--- config.mk ---
export PLATFORM = sky130hd
export DESIGN_NAME = fpu_req_arbiter_flat
export DESIGN_NICKNAME = d
export VERILOG_FILES = /design/src/rtl/fpu_req_arbiter_if.sv /design/src/rtl/fpu_req_arbiter.sv /design/src/flat_wrapper.sv
export SDC_FILE = /design/constraint.sdc
export NUM_CORES = 1
export LEC_CHECK = 0
export BUFFER_PORTS_ARGS = -buffer_cell sky130_fd_sc_hd__clkbuf_2
export CELL_PAD_IN_SITES_DETAIL_PLACEMENT = 0
export CELL_PAD_IN_SITES_GLOBAL_PLACEMENT = 1
export CORE_MARGIN = 8
export CORE_UTILIZATION = 29
export CTS_CLUSTER_DIAMETER = 200
export DETAILED_ROUTE_END_ITERATION = 7
export PLACE_DENSITY_LB_ADDON = 0.3
export SLEW_MARGIN = 10
export SYNTH_ARGS = -nofsm -noshare
export SYNTH_HDL_FRONTEND = slang
export SYNTH_SLANG_ARGS = --single-unit
export TNS_END_PERCENT = 50
--- constraint.sdc ---
create_clock -name clk_i -period 4.4 [get_ports clk_i]
set_clock_uncertainty 0.1 [all_clocks]
set_input_delay 0.88 -clock clk_i [delete_from_list [all_inputs] [get_ports clk_i]]
set_output_delay 0.88 -clock clk_i [all_outputs]
set_load 0.02 [all_outputs]
--- src/rtl/fpu_req_arbiter_if.sv ---
// Request, response and FPU-core signals of fpu_req_arbiter.
// The arbiter takes the slave view; requesters plus the core take the master view.
interface fpu_req_arbiter_if #(
  parameter int NREQ = 4
);
  logic [NREQ-1:0]    req_valid_i;
  logic [NREQ-1:0]    req_ready_o;
  logic [3*NREQ-1:0]  req_op_i;
  logic [2*NREQ-1:0]  req_rmode_i;
  logic [32*NREQ-1:0] req_opa_i;
  logic [32*NREQ-1:0] req_opb_i;
  logic [NREQ-1:0]    rsp_valid_o;
  logic [31:0]        rsp_result_o;
  logic               rsp_error_o;
  logic               fpu_start_o;
  logic [2:0]         fpu_op_o;
  logic [1:0]         fpu_rmode_o;
  logic [31:0]        fpu_opa_o;
  logic [31:0]        fpu_opb_o;
  logic               fpu_ready_i;
  logic [31:0]        fpu_output_i;
  logic               busy_o;

  modport master (
    output req_valid_i, req_op_i, req_rmode_i, req_opa_i, req_opb_i,
           fpu_ready_i, fpu_output_i,
    input  req_ready_o, rsp_valid_o, rsp_result_o, rsp_error_o,
           fpu_start_o, fpu_op_o, fpu_rmode_o, fpu_opa_o, fpu_opb_o, busy_o
  );

  modport slave (
    input  req_valid_i, req_op_i, req_rmode_i, req_opa_i, req_opb_i,
           fpu_ready_i, fpu_output_i,
    output req_ready_o, rsp_valid_o, rsp_result_o, rsp_error_o,
           fpu_start_o, fpu_op_o, fpu_rmode_o, fpu_opa_o, fpu_opb_o, busy_o
  );
endinterface

--- src/rtl/fpu_req_arbiter.sv ---
// Round-robin sharing of one non-pipelined FPU core among NREQ requesters.
// States: IDLE arbitrate+capture | ISSUE start pulse | WAIT core or timeout | RESP strobe result.
module fpu_req_arbiter #(
  parameter int NREQ    = 4,
  parameter int TIMEOUT = 63
) (
  input  logic             clk_i,
  input  logic             rst_n_i,
  fpu_req_arbiter_if.slave bus
);
  localparam int          GW     = (NREQ > 1) ? $clog2(NREQ) : 1;
  localparam logic [31:0] QNAN   = 32'h7FC0_0000;
  localparam logic [7:0]  TO_CNT = 8'(TIMEOUT);

  typedef enum logic [1:0] {S_IDLE, S_ISSUE, S_WAIT, S_RESP} state_e;

  state_e          state_q, state_d;
  logic [GW-1:0]   grant_q, grant_d;
  logic [GW-1:0]   last_q, last_d;
  logic [7:0]      cnt_q, cnt_d, cnt_inc;
  logic [2:0]      op_q, op_d;
  logic [1:0]      rmode_q, rmode_d;
  logic [31:0]     opa_q, opa_d;
  logic [31:0]     opb_q, opb_d;
  logic [31:0]     result_q, result_d;
  logic            error_q, error_d;
  logic [NREQ-1:0] ready_v, rsp_v;
  logic            found;
  int              win;

  assign cnt_inc = cnt_q + 8'd1;

  always_ff @(posedge clk_i or negedge rst_n_i) begin
    if (!rst_n_i) begin
      state_q  <= S_IDLE;
      grant_q  <= '0;
      last_q   <= GW'(NREQ - 1);
      cnt_q    <= '0;
      op_q     <= '0;
      rmode_q  <= '0;
      opa_q    <= '0;
      opb_q    <= '0;
      result_q <= '0;
      error_q  <= 1'b0;
    end else begin
      state_q  <= state_d;
      grant_q  <= grant_d;
      last_q   <= last_d;
      cnt_q    <= cnt_d;
      op_q     <= op_d;
      rmode_q  <= rmode_d;
      opa_q    <= opa_d;
      opb_q    <= opb_d;
      result_q <= result_d;
      error_q  <= error_d;
    end
  end

  // First valid requester after the last one served wins.
  always_comb begin
    found = 1'b0;
    win   = 0;
    for (int i = 1; i <= NREQ; i++) begin
      if (!found && bus.req_valid_i[(int'(last_q) + i) % NREQ]) begin
        found = 1'b1;
        win   = (int'(last_q) + i) % NREQ;
      end
    end
  end

  always_comb begin
    state_d  = state_q;
    grant_d  = grant_q;
    last_d   = last_q;
    cnt_d    = cnt_q;
    op_d     = op_q;
    rmode_d  = rmode_q;
    opa_d    = opa_q;
    opb_d    = opb_q;
    result_d = result_q;
    error_d  = error_q;
    ready_v  = '0;
    rsp_v    = '0;

    unique case (state_q)
      S_IDLE: begin
        if (found) begin
          ready_v[win] = 1'b1;
          grant_d      = GW'(win);
          op_d         = bus.req_op_i[win*3 +: 3];
          rmode_d      = bus.req_rmode_i[win*2 +: 2];
          opa_d        = bus.req_opa_i[win*32 +: 32];
          opb_d        = bus.req_opb_i[win*32 +: 32];
          if (bus.req_op_i[win*3 +: 3] > 3'd4) begin
            result_d = QNAN;
            error_d  = 1'b1;
            state_d  = S_RESP;
          end else begin
            state_d = S_ISSUE;
          end
        end
      end
      S_ISSUE: begin
        cnt_d   = '0;
        state_d = S_WAIT;
      end
      S_WAIT: begin
        cnt_d = cnt_inc;
        // Core data takes precedence over a timeout in the same cycle.
        if (bus.fpu_ready_i) begin
          result_d = bus.fpu_output_i;
          error_d  = 1'b0;
          state_d  = S_RESP;
        end else if (cnt_inc == TO_CNT) begin
          result_d = QNAN;
          error_d  = 1'b1;
          state_d  = S_RESP;
        end
      end
      S_RESP: begin
        rsp_v[grant_q] = 1'b1;
        last_d         = grant_q;
        state_d        = S_IDLE;
      end
      default: state_d = S_IDLE;
    endcase
  end

  assign bus.req_ready_o  = ready_v;
  assign bus.rsp_valid_o  = rsp_v;
  assign bus.rsp_result_o = result_q;
  assign bus.rsp_error_o  = error_q;
  assign bus.fpu_start_o  = (state_q == S_ISSUE);
  assign bus.fpu_op_o     = op_q;
  assign bus.fpu_rmode_o  = rmode_q;
  assign bus.fpu_opa_o    = opa_q;
  assign bus.fpu_opb_o    = opb_q;
  assign bus.busy_o       = (state_q != S_IDLE);
endmodule

--- src/flat_wrapper.sv ---
// flat-port wrapper written by rule: the top's interface ports become plain ports
module fpu_req_arbiter_flat 
#(
  parameter int NREQ    = 4,
  parameter int TIMEOUT = 63
)
  (clk_i, rst_n_i, bus_req_valid_i, bus_req_op_i, bus_req_rmode_i, bus_req_opa_i, bus_req_opb_i, bus_fpu_ready_i, bus_fpu_output_i, bus_req_ready_o, bus_rsp_valid_o, bus_rsp_result_o, bus_rsp_error_o, bus_fpu_start_o, bus_fpu_op_o, bus_fpu_rmode_o, bus_fpu_opa_o, bus_fpu_opb_o, bus_busy_o);
  fpu_req_arbiter_if #(.NREQ(NREQ)) bus_i ();
  input  logic clk_i;
  input  logic rst_n_i;
  input wire logic [$bits(bus_i.req_valid_i)-1:0] bus_req_valid_i;
  input wire logic [$bits(bus_i.req_op_i)-1:0] bus_req_op_i;
  input wire logic [$bits(bus_i.req_rmode_i)-1:0] bus_req_rmode_i;
  input wire logic [$bits(bus_i.req_opa_i)-1:0] bus_req_opa_i;
  input wire logic [$bits(bus_i.req_opb_i)-1:0] bus_req_opb_i;
  input wire logic [$bits(bus_i.fpu_ready_i)-1:0] bus_fpu_ready_i;
  input wire logic [$bits(bus_i.fpu_output_i)-1:0] bus_fpu_output_i;
  output wire logic [$bits(bus_i.req_ready_o)-1:0] bus_req_ready_o;
  output wire logic [$bits(bus_i.rsp_valid_o)-1:0] bus_rsp_valid_o;
  output wire logic [$bits(bus_i.rsp_result_o)-1:0] bus_rsp_result_o;
  output wire logic [$bits(bus_i.rsp_error_o)-1:0] bus_rsp_error_o;
  output wire logic [$bits(bus_i.fpu_start_o)-1:0] bus_fpu_start_o;
  output wire logic [$bits(bus_i.fpu_op_o)-1:0] bus_fpu_op_o;
  output wire logic [$bits(bus_i.fpu_rmode_o)-1:0] bus_fpu_rmode_o;
  output wire logic [$bits(bus_i.fpu_opa_o)-1:0] bus_fpu_opa_o;
  output wire logic [$bits(bus_i.fpu_opb_o)-1:0] bus_fpu_opb_o;
  output wire logic [$bits(bus_i.busy_o)-1:0] bus_busy_o;
  assign bus_i.req_valid_i = bus_req_valid_i;
  assign bus_i.req_op_i = bus_req_op_i;
  assign bus_i.req_rmode_i = bus_req_rmode_i;
  assign bus_i.req_opa_i = bus_req_opa_i;
  assign bus_i.req_opb_i = bus_req_opb_i;
  assign bus_i.fpu_ready_i = bus_fpu_ready_i;
  assign bus_i.fpu_output_i = bus_fpu_output_i;
  assign bus_req_ready_o = bus_i.req_ready_o;
  assign bus_rsp_valid_o = bus_i.rsp_valid_o;
  assign bus_rsp_result_o = bus_i.rsp_result_o;
  assign bus_rsp_error_o = bus_i.rsp_error_o;
  assign bus_fpu_start_o = bus_i.fpu_start_o;
  assign bus_fpu_op_o = bus_i.fpu_op_o;
  assign bus_fpu_rmode_o = bus_i.fpu_rmode_o;
  assign bus_fpu_opa_o = bus_i.fpu_opa_o;
  assign bus_fpu_opb_o = bus_i.fpu_opb_o;
  assign bus_busy_o = bus_i.busy_o;
  fpu_req_arbiter #(.NREQ(NREQ), .TIMEOUT(TIMEOUT)) u_core (.clk_i(clk_i), .rst_n_i(rst_n_i), .bus(bus_i));
endmodule
* After elaboration in Yosys (flattened, before gate mapping)
Cells that the tools add are included.
** Cells by class
- Add/sub/neg operators :: 5
- Multipliers :: 1
- $lt $le $gt $ge :: 9
- Equality and inequality tests :: 7
- Shift-type cells :: 4
- Muxes and demuxes :: 43
- Bitwise logic cells :: 4
- Reduce and logical (&&, ||, !) cells :: 19
** Operator list (number)
- 32-bit two-way mux :: 8
- 128-bit by 32-bit variable part select with 32-bit output :: 2
- 32-bit case mux with 2 select lines :: 1
- 32-bit by 1-bit greater-or-equal comparator with 1-bit output (second input constant) :: 1
- 32-bit by 4-bit less-than comparator with 1-bit output (second input constant) :: 1
- 32-bit by 3-bit multiplier with 32-bit output (second input constant) :: 1
- 12-bit by 32-bit variable part select with 3-bit output :: 1
- 8-bit by 32-bit variable part select with 2-bit output :: 1
- 1-bit two-way mux :: 18
- 3-bit by 4-bit less-than comparator with 1-bit output (second input constant) :: 4
- 8-bit case mux with 2 select lines :: 1
- 4-bit two-way mux :: 3
- 8-bit by 1-bit adder with 8-bit output (second input constant) :: 1
- 1-bit binary-select mux with 2-bit select :: 4
- 8-bit by 6-bit equality test with 1-bit output (second input constant) :: 1
- 2-bit two-way mux :: 4
- 2-bit case mux with 4 select lines :: 1
- 2-bit OR reduction :: 4
- 2-bit nonzero test :: 3
- 1-bit logical AND :: 5
- 2-bit by 1-bit adder with 2-bit output (second input constant) :: 2
- 2-bit adder (second input constant) :: 2
- 1-bit AND (first input constant) :: 4
- 1-bit demux with 2-bit select :: 2
- other kinds (12) :: 17
** Storage, ports and cells
- Bits in registers :: 116
- Input bits :: 315
- Output and inout bits :: 112
- Word-level logic and storage cells :: 102

* Depth between registers and ports, before layout
Gate-level depths: netlist of the first run.
- Depth in word-level cells :: 22
- Depth in mapped cells :: 18
- Mapped depth without buffers :: 13

* Worst setup path before layout of the first run
No wires, ideal clock.
- Path type :: in2reg
- Start :: in bus_req_valid_i[3]
- End :: reg u_core.result_q[21], in the netlist u_core.bus.rsp_result_o[21]
- Library setup time :: 122 ps
- Arrival time :: 4177 ps
- Data required time :: 4178 ps
- Slack :: 1 ps
- Stages on the path :: 18
- Path buffers :: 6
- Path through :: nor2b_1 -> o21a_1 -> buf_6 -> nor3_4 -> buf_6 -> clkbuf_1 -> clkbuf_1 -> ha_1 -> clkbuf_1 -> mux2i_1 -> o2bb2ai_1 -> nor4_1 -> a211oi_1 -> nor4_1 -> nand3_2 -> a32o_2 -> buf_6 -> a32o_1
** Between the ends
- Word-level cells in the longest chain between the ends :: 18
- Elaborated cells on any way between the ends :: 32
- Classes of those cells :: mul: 1; order compare: 1; eq/ne: 2; shift: 1; mux: 20; reduce/logical: 7
** RTL lines
- start: declaration :: RTL line flat_wrapper.sv:11 : input wire logic [$bits(bus_i.req_valid_i)-1:0] bus_req_valid_i;
- 1-bit binary-select mux with 2-bit select :: RTL line fpu_req_arbiter.sv:64 : if (!found && bus.req_valid_i[(int'(last_q) + i) % NREQ]) begin
- 1-bit two-way mux (not written as such) (2 in series) :: RTL line fpu_req_arbiter.sv:64
- 1-bit two-way mux :: RTL line fpu_req_arbiter.sv:64
- 1-bit zero test :: RTL line fpu_req_arbiter.sv:64
- 1-bit logical AND :: RTL line fpu_req_arbiter.sv:64
- 1-bit two-way mux :: RTL line fpu_req_arbiter.sv:64
- 1-bit zero test :: RTL line fpu_req_arbiter.sv:64
- 1-bit logical AND :: RTL line fpu_req_arbiter.sv:64
- 1-bit two-way mux :: RTL line fpu_req_arbiter.sv:64
- 1-bit zero test :: RTL line fpu_req_arbiter.sv:64
- 1-bit logical AND :: RTL line fpu_req_arbiter.sv:64
- 32-bit two-way mux :: RTL line fpu_req_arbiter.sv:64
- 32-bit by 3-bit multiplier with 32-bit output :: RTL line fpu_req_arbiter.sv:94 : if (bus.req_op_i[win*3 +: 3] > 3'd4) begin
- 12-bit by 32-bit variable part select with 3-bit output :: RTL line fpu_req_arbiter.sv:94
- 3-bit greater-than comparator :: RTL line fpu_req_arbiter.sv:94
- 2-bit by 1-bit inequality test with 1-bit output (no line)
- 4-bit AND reduction (no line) *
- end signal: assignment :: RTL line fpu_req_arbiter.sv:54 : result_q <= result_d;
- end: declaration :: RTL line fpu_req_arbiter.sv:25 : logic [31:0] result_q, result_d;
Mark *: on every way between the ends. The rest lies on a longest branch, timed or not. The select of a mux whose other input is x is not followed.
A chain may end at the register's enable or synchronous reset.

* Worst setup path in the final report of the first run
- Start :: in bus_req_valid_i[3]
- End :: reg u_core.result_q[12], in the netlist u_core.bus.rsp_result_o[12]
Same word-level chain as after synthesis.

==> metrics.yaml, run 1 <==
outcome: "complete, no violations"
fmaxAchievable_mhz: 271.5
end_kind: "flop"
gp_congestion: 0.8895
portBuffers: 426
clk_pin_slew_worst_paths_ns: 0.06
yosys_warnings: 0
synthArstFlopShare_pct: 100.0
cts_tree: "done"
ys_seq_area_share_pct: 40.52
crit_chain: "clkbuf_2 > nor2b_1 > o21a_1 > nor3_4 > ha_1 > nand2b_1 > a2111oi_0 > o21ai_0 > a41o_1 > nand3_2 > nand4_1 > buf_4 > a32o_1"
netlist_area_mm2: 0.007171
synth_fp_nets: 1333
p_leak_uw: 0.005506
core_area_mm2: 0.02432
crit_slowest_cell: "a2111oi_0"
rsz0062_at_grt: "false"
startpoint_type: "input port"
postCtsSetupRepairBufs: 0
final_nets: 1719
crit_path_start: "bus_req_valid_i[3]"
synth_area_leaders: "dfrtp_1, nand2_1, o21ai_0"
antenna_cells: 0
root_buffer: "clkbuf_16"
synth_xor_area_share_pct: 0.1221
peakVddDrop_uv: 239.4
netlist_instances: 1008
grt_use_total_pct: 19.62
routed_wl_um: 30340
drc: 0
max_stage_delay_ns: 0.44
setup_viol: 0
ant_nets: 0
synth-edff-count: 0
synthSimpleGateAreaFrac_pct: 31.90
drive_above_1_share_pct: 34.83
p_per_area_mw_per_mm2: 692.5
post_cts_resized: 0
holdBufCountCts: 0
io_pins: 427
grt_max_degree: 111
cp.arrival_ns: 3.88
wl_per_cell_um: 17.53
dieWidth_um: 173.2
vias_per_cell: 4.648
fp.dieH_um: 173.2
worst_pin_slew_ns: 0.9795
final_core_util_pct: 41.59
min_path_type: "in2async"
die-area_mm2: 0.03001
drt_iter0_drc: 613
ys_types: 51
period_share_pct: 83.72
numCtsBuffers: 17
power_uw: 7003
synth.top_cell.area_share_pct: 39.78
grt_pass1_vias: 8077
crit_required_ns: 4.59
area_delta_synth_final_pct: 41.04
row_count: 57
avgSynthCellArea_um2: 7.114
setup_tns_ns: 0
htreeDepth: 4
critPathKind: "in2reg"
r2r_start: "u_core.last_q[0]"
first_pass_iters: 5
final-max-slew-violation-count: 0
cts_buffer_depth: 2
initial_core_util_pct: 29.49
maxCapViolCount: 0
ys_seq_elements: 116
max_slew_margin_pct: 34.70
dr_total_vias: 8046
synth_compound_area_share_pct: 18.34
yosys.area.top_type: "dfrtp_1"
synth_commonest_cells: "nand2_1, o21ai_0, dfrtp_1"
synth_ff_type: "dfrtp_1"
place_hpwl_um: 23510
yosysMostFrequentCell: "nand2_1"
crit_family: "compound AO/OA/AOI/OAI gates"
grt_remaining_overflow: 0
insertion_delay_ns: 0.41
path_max_fanout: 33
hold_violations: 0
synth-adder-area-share_pct: 1.745
critPathBufInv: 2
antenna_found_initial: 0
grt_pass1_wl_um: 47140
synth_top_family_by_area: "simple AND/OR/NAND/NOR gates"
synthMuxAreaShare_pct: 1.623
clock_sinks: 116
min_period_ns: 3.684
sequential cells by signal, summed over array words and instances (netlist names):
| register | cells |
|---|---|
| u_core.bus.fpu_op_o | 3 |
| u_core.grant_q | 2 |
| u_core.bus.fpu_opa_o | 32 |
| u_core.cnt_q | 8 |
| u_core.last_q | 2 |
| u_core.bus.rsp_error_o | 1 |
| u_core.state_q | 2 |
| u_core.bus.fpu_opb_o | 32 |
| u_core.bus.rsp_result_o | 32 |
| u_core.bus.fpu_rmode_o | 2 |
cells by family after synthesis:
kind of cell,after synthesis
xor+xnor,1
compound gates,215
mux,10
simple gates,558
fa+ha+maj,10
buf+inv,98
flops,116
metrics by stage:
step / std cells / hold slack, ns / instance area [µm²] / setup slack (ns)
floorplan: 1008 / 0.3690 / 7171 / 0.001037
global placement: 1699 / 0.3617 / 9545 / 0.4006
detailed placement: 1699 / 0.3694 / 9545 / 0.3591
CTS: 1731 / 0.1572 / 10110 / 0.7450
global route: 1731 / 0.1617 / 10110 / 0.4670
finish: 1731 / 0.1806 / 10110 / 0.7164
report_power, final:
group	leakage [µW]	total, µW	switching, µW	internal (µW)
combinational	0.00380	3840	2570	1270
clock	0.000273	1340	543	796
sequential	0.00143	1820	280	1540
total	0.00551	7000	3390	3610
cell type report:
cell class	count	area (µm²)
Inverter	24	95.09
Tap cell	324	405.4
Fill cell	2599	14210
Timing Repair Buffer	441	2272
Clock buffer	18	439.2
Clock inverter	14	128.9
Sequential cell	116	2905
Multi-Input combinational cell	794	3867
path summary, 6_finish.rpt:
path / endpoint / slack (ns) / cells after the start
max: u_core.bus.rsp_result_o[12] / 0.72 / 13
max reg2reg: u_core.bus.rsp_result_o[12] / 0.87 / 12
min: u_core.bus.fpu_opb_o[25] / 0.18 / 1
min reg2reg: u_core.bus.fpu_opb_o[31] / 0.37 / 2
max in group asynchronous: u_core.bus.fpu_opb_o[7] / 3.18 / 2
min in group clk_i: u_core.bus.fpu_opb_o[31] / 0.37 / 2
cell usage in the layout (no fill, tap or decap), types with 4 or more instances in the layout:
cell type	Yosys	final
mux2i_1	6	6
dfrtp_1	114	114
clkbuf_16	0	17
nor4_1	4	4
a21oi_1	7	7
nand2b_1	8	7
inv_1	22	22
a22oi_1	11	11
o21ai_0	146	146
clkinv_4	0	4
nand2_1	425	425
nand4_1	5	5
a32o_1	23	23
ha_1	10	10
nor2_1	26	26
nand3_1	72	72
clkbuf_2	0	425
o31ai_1	4	4
buf_4	0	14
and3_1	4	4
per-layer routing:
metal  GRT usage (%)  share of wire (%)
met1           23.27                 42
met2           33.92                 50
met3           6.556                7.6
met4           4.204               0.90
met5               0                  0
No activity file was read; power rests on OpenSTA's default activity.
==> inputs of run 2 (changes only) <==
- clock period: 4.4 -> 3.42 ns (I/O delays scaled with it)
==> run 2 against run 1 <==
  * Sequential cell count unchanged
  * Worst hold slack improved by 0.021 ns
  * Count of clock-buffer cells in the layout shrank 1
  * Sequential share of layout area decreased by 1.4 points
  * Non-clock buffer count increased by 29
  * First-iteration DRC count decreased by 17%
  * Critical endpoint is now u_core.bus.rsp_result_o[17]
  * Largest power group unchanged
  * Highest routed layer unchanged
==> metrics.yaml, run 2 (same netlist as run 1, synthesis figures left out) <==
critPathKind: "reg2reg"  # was in2reg
cts_tree: "done"  # unchanged
cp.arrival_ns: 3.59  # was 3.88 ns
grt_remaining_overflow: 0  # unchanged
hold_violations: 0  # unchanged
routed_wl_um: 31010  # was 30340 µm
htreeDepth: 4  # unchanged
worst_pin_slew_ns: 0.8510  # was 0.9795 ns
seq_area_mm2: 0.002905  # unchanged
p_per_area_mw_per_mm2: 924.0  # was 692.5 mW/mm²
fp.dieH_um: 173.2  # unchanged
area_delta_synth_final_pct: 48.37  # was 41.04%
layout_common_cells: "clkbuf_2, nand2_1, o21ai_0"  # was nand2_1, clkbuf_2, o21ai_0
period_share_pct: 98.81
ant_nets: 0  # unchanged
first_pass_iters: 4  # was 5
grt_max_degree: 134  # was 111
fillerInstances: 2558  # was 2599
insertion_delay_ns: 0.42  # was 0.41 ns
grt_pass1_vias: 8215  # was 8077
final_core_util_pct: 43.75  # was 41.59%
crit_chain: "nand2b_4 > a21oi_4 > nor3_4 > ha_4 > nand2b_4 > a2111oi_4 > o21ai_1 > a41o_1 > nand3_4 > buf_6 > nand4_1 > buf_6 > clkbuf_16 > a32o_1"  # was clkbuf_2 > nor2b_1 > o21a_1 > nor3_4 > ha_1 > nand2b_1 > a2111oi_0 > o21ai_0 > a41o_1 > nand3_2 > nand4_1 > buf_4 > a32o_1
end_kind: "flop"  # unchanged
maxCapViolCount: 0  # unchanged
dr_total_vias: 8211  # was 8046
numCtsBuffers: 17  # unchanged
clk_pin_slew_worst_paths_ns: 0.07  # was 0.06 ns
drt_iter0_drc: 510  # was 613
grt_pass1_wl_um: 47060  # was 47140 µm
post_dp_cell_area_mm2: 0.009734  # was 0.009545 mm²
path_max_fanout: 8  # was 33
outcome: "complete, no violations"  # unchanged
peakVddDrop_uv: 407.3  # was 239.4 µV
crit_required_ns: 3.63  # was 4.59 ns
drive_above_1_share_pct: 37.55  # was 34.83%
multiInputGateArea_mm2: 0.004064  # was 0.003867 mm²
portBuffers: 426  # unchanged
max_stage_delay_ns: 0.59  # was 0.44 ns
max_slew_margin_pct: 43.27  # was 34.70%
grt_use_total_pct: 19.63  # was 19.62%
fmaxAchievable_mhz: 295.9
gp_congestion: 0.8773  # was 0.8895
wl_per_cell_um: 17.60  # was 17.53 µm
rsz0062_at_grt: "true"  # was false
root_buffer: "clkbuf_16"  # unchanged
whs_ns: 0.2014  # was 0.1806 ns
min_path_type: "in2async"  # unchanged
core_area_mm2: 0.02432  # unchanged
initial_core_util_pct: 29.49  # unchanged
dieWidth_um: 173.2  # unchanged
crit_path_start: "u_core.last_q[0]"  # was bus_req_valid_i[3]
clock_sinks: 116  # unchanged
final_common_cell: "clkbuf_2"
drc: 0  # unchanged
final_nets: 1750  # was 1719
die-area_mm2: 0.03001  # unchanged
startpoint_type: "flop"  # was input port
r2r_start: "u_core.last_q[0]"  # unchanged
antenna_found_initial: 0  # unchanged
setup_tns_ns: 0  # unchanged
io_pins: 427  # unchanged
crit_slowest_cell: "dfstp_2"  # was a2111oi_0
min_period_ns: 3.379
vias_per_cell: 4.660  # was 4.648
antenna_cells: 0  # unchanged
row_count: 57  # unchanged
setup_viol: 0  # unchanged
final-max-slew-violation-count: 0  # unchanged
p_leak_uw: 0.005745  # was 0.005506 µW
place_hpwl_um: 23170  # was 23510 µm
cts_buffer_depth: 2  # unchanged
fin_area_mm2: 0.01064  # was 0.01011 mm²
[run 2: where the power goes]
group / internal, µW / switching, µW / total [µW]
clock: 1030 / 765 / 1800
combinational: 2100 / 3600 / 5690
sequential: 1990 / 350 / 2340
[run 2: through the flow]
step	instances	total power (µW)	setup slack, ns
3_3_place_gp	1715	7563	-0.3276
3_5_place_dp	1715	7615	-0.4074
4_1_cts	1747	9468	0.02802
6_report	1762	9830	0.04073
2_1_floorplan	1008	5761	-0.4370
5_1_grt	1762	10680	-0.1374
[run 2: metal layers]
layer  global-route usage [%]  up-vias  share of wire (%)
met5                        0        -                  0
met4                    5.462        0                2.1
met3                    6.839       39                8.2
met1                    22.94     3616                 40
li1                         -     4227                  -
met2                    33.61      329                 50
[run 2: worst max-delay path: cells and delay by family, from the launching register on]
kind	cells	cell delay, ns
AOI/OAI and AO/OA	5	0.96
and+or+nand+nor	5	0.87
DFF	1	0.59
buffers and inverters	3	0.47
adders and majority gates	1	0.27
[run 2: path summary, 6_finish.rpt]
path	endpoint	slack, ns	cells past startpoint
worst min register to register	u_core.bus.fpu_op_o[1]	0.37	1
min in group clk_i	u_core.bus.fpu_op_o[1]	0.37	1
worst max-delay path	u_core.bus.rsp_result_o[17]	0.04	14
max in group asynchronous	u_core.bus.fpu_opb_o[4]	2.25	2
worst max register to register	u_core.bus.rsp_result_o[17]	0.04	14
worst min-delay path	u_core.bus.fpu_opb_o[25]	0.20	1
[run 2: timing repair]
item | in CTS | in global routing
gates cloned | 0 | 5
hold buffers | 0 | 0
endpoints found under the setup margin | 33 | 40
pin swaps | 0 | 27
setup buffers | 0 | 11
resized for setup | 2 | 28
[run 2: final cells by class]
class                           count  area share, %
Tap cell                          324          3.810
Clock buffer                       17          3.999
Timing Repair Buffer              470          24.30
Inverter                           24         0.8938
Multi-Input combinational cell    796          38.20
Clock inverter                     15          1.494
Sequential cell                   116          27.31
==> inputs of run 3 (changes only) <==
- ABC_AREA: default -> 1
- CORE_UTILIZATION: 29 -> 30
- CTS_BUF_LIST: default -> sky130_fd_sc_hd__clkbuf_2
- CTS_CLUSTER_SIZE: default -> 28
==> run 3 against run 2 <==
  * The flow now finishes with violations (setup timing)
  * Utilization is 0.54 points lower
  * Clock power is 55% lower
  * Sequential share of layout area is 0.42 points higher
  * Count of clock-buffer cells in the layout is 4 higher
  * Synthesized cell count is 3.6% higher
  * Combinational power is 83% higher
  * Non-clock buffer count is 5 lower
  * Register-to-register slack better by 0.15 ns
  * Final cell count is 2.0% higher
  * Power is 38% higher
  * Area after synthesis is 3.0% higher
==> metrics.yaml, run 3 <==
setup_viol: 4  # was 0
clock_sinks: 116  # unchanged
portBuffers: 426  # unchanged
placed_cells: 1740  # was 1715
dieWidth_um: 172.9  # was 173.2 µm
grt_max_degree: 133  # was 134
startpoint_type: "flop"  # unchanged
power_uw: 13560  # was 9830 µW
seqPwrFrac_pct: 17.6  # was 23.8%
clk_pin_slew_worst_paths_ns: 0.20  # was 0.07 ns
cp_common_cell: "nand2_4"
p_comb_share_pct: 76.4  # was 57.9%
critPathKind: "reg2out"  # was reg2reg
min_period_ns: 3.541  # was 3.379 ns
min_path_type: "in2reg"  # was in2async
final-max-slew-violation-count: 0  # unchanged
final_core_util_pct: 43.20  # was 43.75%
grt_pass1_vias: 8848  # was 8215
initial_core_util_pct: 30.46  # was 29.49%
cp-endpoint: "bus_req_ready_o[1]"  # was u_core.bus.rsp_result_o[17]
end_kind: "primary output"  # was flop
r2r_start: "u_core.last_q[0]"  # unchanged
final_common_cell: "clkbuf_2"  # unchanged
cts_tree: "done"  # unchanged
synth_area_leaders: "dfrtp_1, nand2_1, nor2_1"  # was dfrtp_1, nand2_1, o21ai_0
rsz0062_at_grt: "true"  # unchanged
gp_congestion: 0.9072  # was 0.8773
crit_path_start: "u_core.last_q[0]"  # unchanged
synth_ff_type: "dfrtp_1"  # unchanged
synth_fp_nets: 1369  # was 1333
critPathBufInv: 4  # was 3
root_buffer: "clkbuf_2"  # was clkbuf_16
fmaxAchievable_mhz: 282.4  # was 295.9 MHz
netlist_area_mm2: 0.007386  # was 0.007171 mm²
rrSetupSlack_ns: 0.19  # was 0.04 ns
ys_seq_area_share_pct: 39.34  # was 40.52%
htreeDepth: 4  # unchanged
path_max_fanout: 8  # unchanged
place_hpwl_um: 25300  # was 23170 µm
cts_buffer_depth: 2  # unchanged
crit_slowest_cell: "dfstp_2"  # unchanged
yosysMostFrequentCell: "nand2_1"  # unchanged
internal_power_uw: 5878  # was 5117 µW
whs_ns: 0.1518  # was 0.2014 ns
ant_nets: 0  # unchanged
synth-edff-count: 0  # unchanged
die-area_mm2: 0.02990  # was 0.03001 mm²
max_slew_margin_pct: 31.99  # was 43.27%
cp.arrival_ns: 2.76  # was 3.59 ns
hold_violations: 0  # unchanged
row_count: 57  # unchanged
layout_common_cells: "clkbuf_2, nand2_1, nor2_1"  # was clkbuf_2, nand2_1, o21ai_0
synthArstFlopShare_pct: 100.0  # unchanged
period_share_pct: 103.5  # was 98.81%
core_area_mm2: 0.02425  # was 0.02432 mm²
cp.depth: 13  # was 14
ys_seq_elements: 116  # unchanged
grt_remaining_overflow: 0  # unchanged
final_nets: 1784  # was 1750
layout_setup_ws_ns: -0.1211  # was 0.04073 ns
crit_required_ns: 2.64  # was 3.63 ns
synth.top_cell.area_share_pct: 38.62  # was 39.78%
wl_per_cell_um: 18.62  # was 17.60 µm
avgSynthCellArea_um2: 7.075  # was 7.114 µm²
max_stage_delay_ns: 0.62  # was 0.59 ns
fp.dieH_um: 172.9  # was 173.2 µm
drt_iter0_drc: 496  # was 510
worst_pin_slew_ns: 1.019  # was 0.8510 ns
dp_slack_ns: 0.06784  # was -0.4074 ns
min_from: "bus_req_opa_i[19]"
violations: "setup timing"
dr_total_vias: 8619  # was 8211
yosys.area.top_type: "dfrtp_1"  # unchanged
antenna_found_initial: 1  # was 0
swShare_pct: 56.65  # was 47.94%
drive_above_1_share_pct: 40.90  # was 37.55%
power.share.clock_pct: 6.0  # was 18.3%
area_delta_synth_final_pct: 41.84  # was 48.37%
vias_per_cell: 4.796  # was 4.660
p_leak_uw: 0.005707  # was 0.005745 µW
instances_no_fill: 1797  # was 1762
r2r-end: "u_core.bus.rsp_result_o[18]"  # was u_core.bus.rsp_result_o[17]
drc: 0  # unchanged
outcome: "finished, violations left"  # was complete, no violations
ys_types: 40  # was 51
numCtsBuffers: 17  # unchanged
maxCapViolCount: 0  # unchanged
netlist_instances: 1044  # was 1008
io_pins: 427  # unchanged
insertion_delay_ns: 0.66  # was 0.42 ns
crit_family: "flip-flops"  # was compound AO/OA/AOI/OAI gates
power_switching_uw: 7681  # was 4713 µW
peakVddDrop_uv: 1058  # was 407.3 µV
grt_pass1_wl_um: 51270  # was 47060 µm
p_per_area_mw_per_mm2: 1294  # was 924.0 mW/mm²
grt_use_total_pct: 21.43  # was 19.63%
first_pass_iters: 4  # unchanged
routed_wl_um: 33460  # was 31010 µm
yosys_warnings: 0  # unchanged
synth_commonest_cells: "nand2_1, nor2_1, o21ai_0"  # was nand2_1, o21ai_0, dfrtp_1
reg2reg_depth: 22  # was 14
crit_chain: "clkinv_4 > nand2_4 > nand3_4 > nand2_4 > nand2_4 > o211ai_1 > o31ai_4 > o21ai_4 > inv_4 > ha_4 > inv_2 > nor2_2 > buf_6"  # was nand2b_4 > a21oi_4 > nor3_4 > ha_4 > nand2b_4 > a2111oi_4 > o21ai_1 > a41o_1 > nand3_4 > buf_6 > nand4_1 > buf_6 > clkbuf_16 > a32o_1
-- run 3: kinds of logic after synthesis --
logic type	after synthesis	synth area share (%)
and+or+nand+nor	557	32.15
AOI/OAI and AO/OA	225	18.13
buffers and inverters	130	7.979
DFF	116	39.34
adders and majority gates	10	1.694
xor gates and xnor gates	6	0.7115
-- run 3: power by group through the flow --
| stage | Sequential (µW) | Combinational [µW] | Clock, µW |
|---|---|---|---|
| floorplan | 3000 | 6120 | 0 |
| global placement | 2410 | 9260 | 0 |
| detailed placement | 2410 | 9280 | 0 |
| CTS | 2390 | 9840 | 864 |
| global route | 2460 | 11400 | 918 |
| finish | 2380 | 10400 | 812 |
-- run 3: how the worst min path moves through the flow --
stage                                          end  slack [ns]  cells past startpoint
after floorplan             u_core.bus.fpu_op_o[0]        0.29                      0
after global placement     u_core.bus.fpu_opb_o[4]        0.36                      2
after detailed placement    u_core.bus.rsp_error_o        0.36                      2
after CTS                 u_core.bus.fpu_opa_o[19]        0.03                      3
after global routing      u_core.bus.fpu_opb_o[12]        0.08                      3
final                     u_core.bus.fpu_opa_o[19]        0.15                      3
-- run 3: per-stage QoR --
stage / area (µm²) / TNS [ns]
finish: 10480 / -0.4559
global route: 10480 / -1.514
CTS: 10280 / -0.9503
detailed placement: 9804 / 0
global placement: 9804 / 0
floorplan: 7446 / 0
-- run 3: what timing repair did --
item | 4_1_cts | 5_1_grt
pin swaps | 15 | 24
hold buffers | 1 | 0
gates cloned | 1 | 3
endpoints found under the setup margin | 4 | 20
hold endpoints to repair | 29 | 0
setup buffers | 9 | 11
gates resized for setup | 40 | 20
-- run 3: layout make-up --
type                       instances  area [µm²]
inverter                          58       237.7
multi-input combinational        801        4148
timing repair buffer             465        2585
fill                            2610       13770
clock buffer                      21       105.1
clock inverter                    11       87.58
tap                              324       405.4
antenna                            1       2.502
sequential                       116        2905
-- run 3: worst min-delay path, delay by kind of cell --
kind                   cells  cell delay, ns
AO/OA/AOI/OAI              2            0.14
buffers and inverters      1            0.07
-- run 3: layer usage --
metal | wire (µm) | up-vias | share of wire (%) | GRT usage, %
met3 | 2451 | 41 | 7.3 | 6.861
met2 | 16060 | 331 | 48 | 35.73
met4 | 824 | 0 | 2.5 | 6.827
met5 | 0 | - | 0 | 0
met1 | 14130 | 3976 | 42 | 25.86
li1 | - | 4271 | - | -
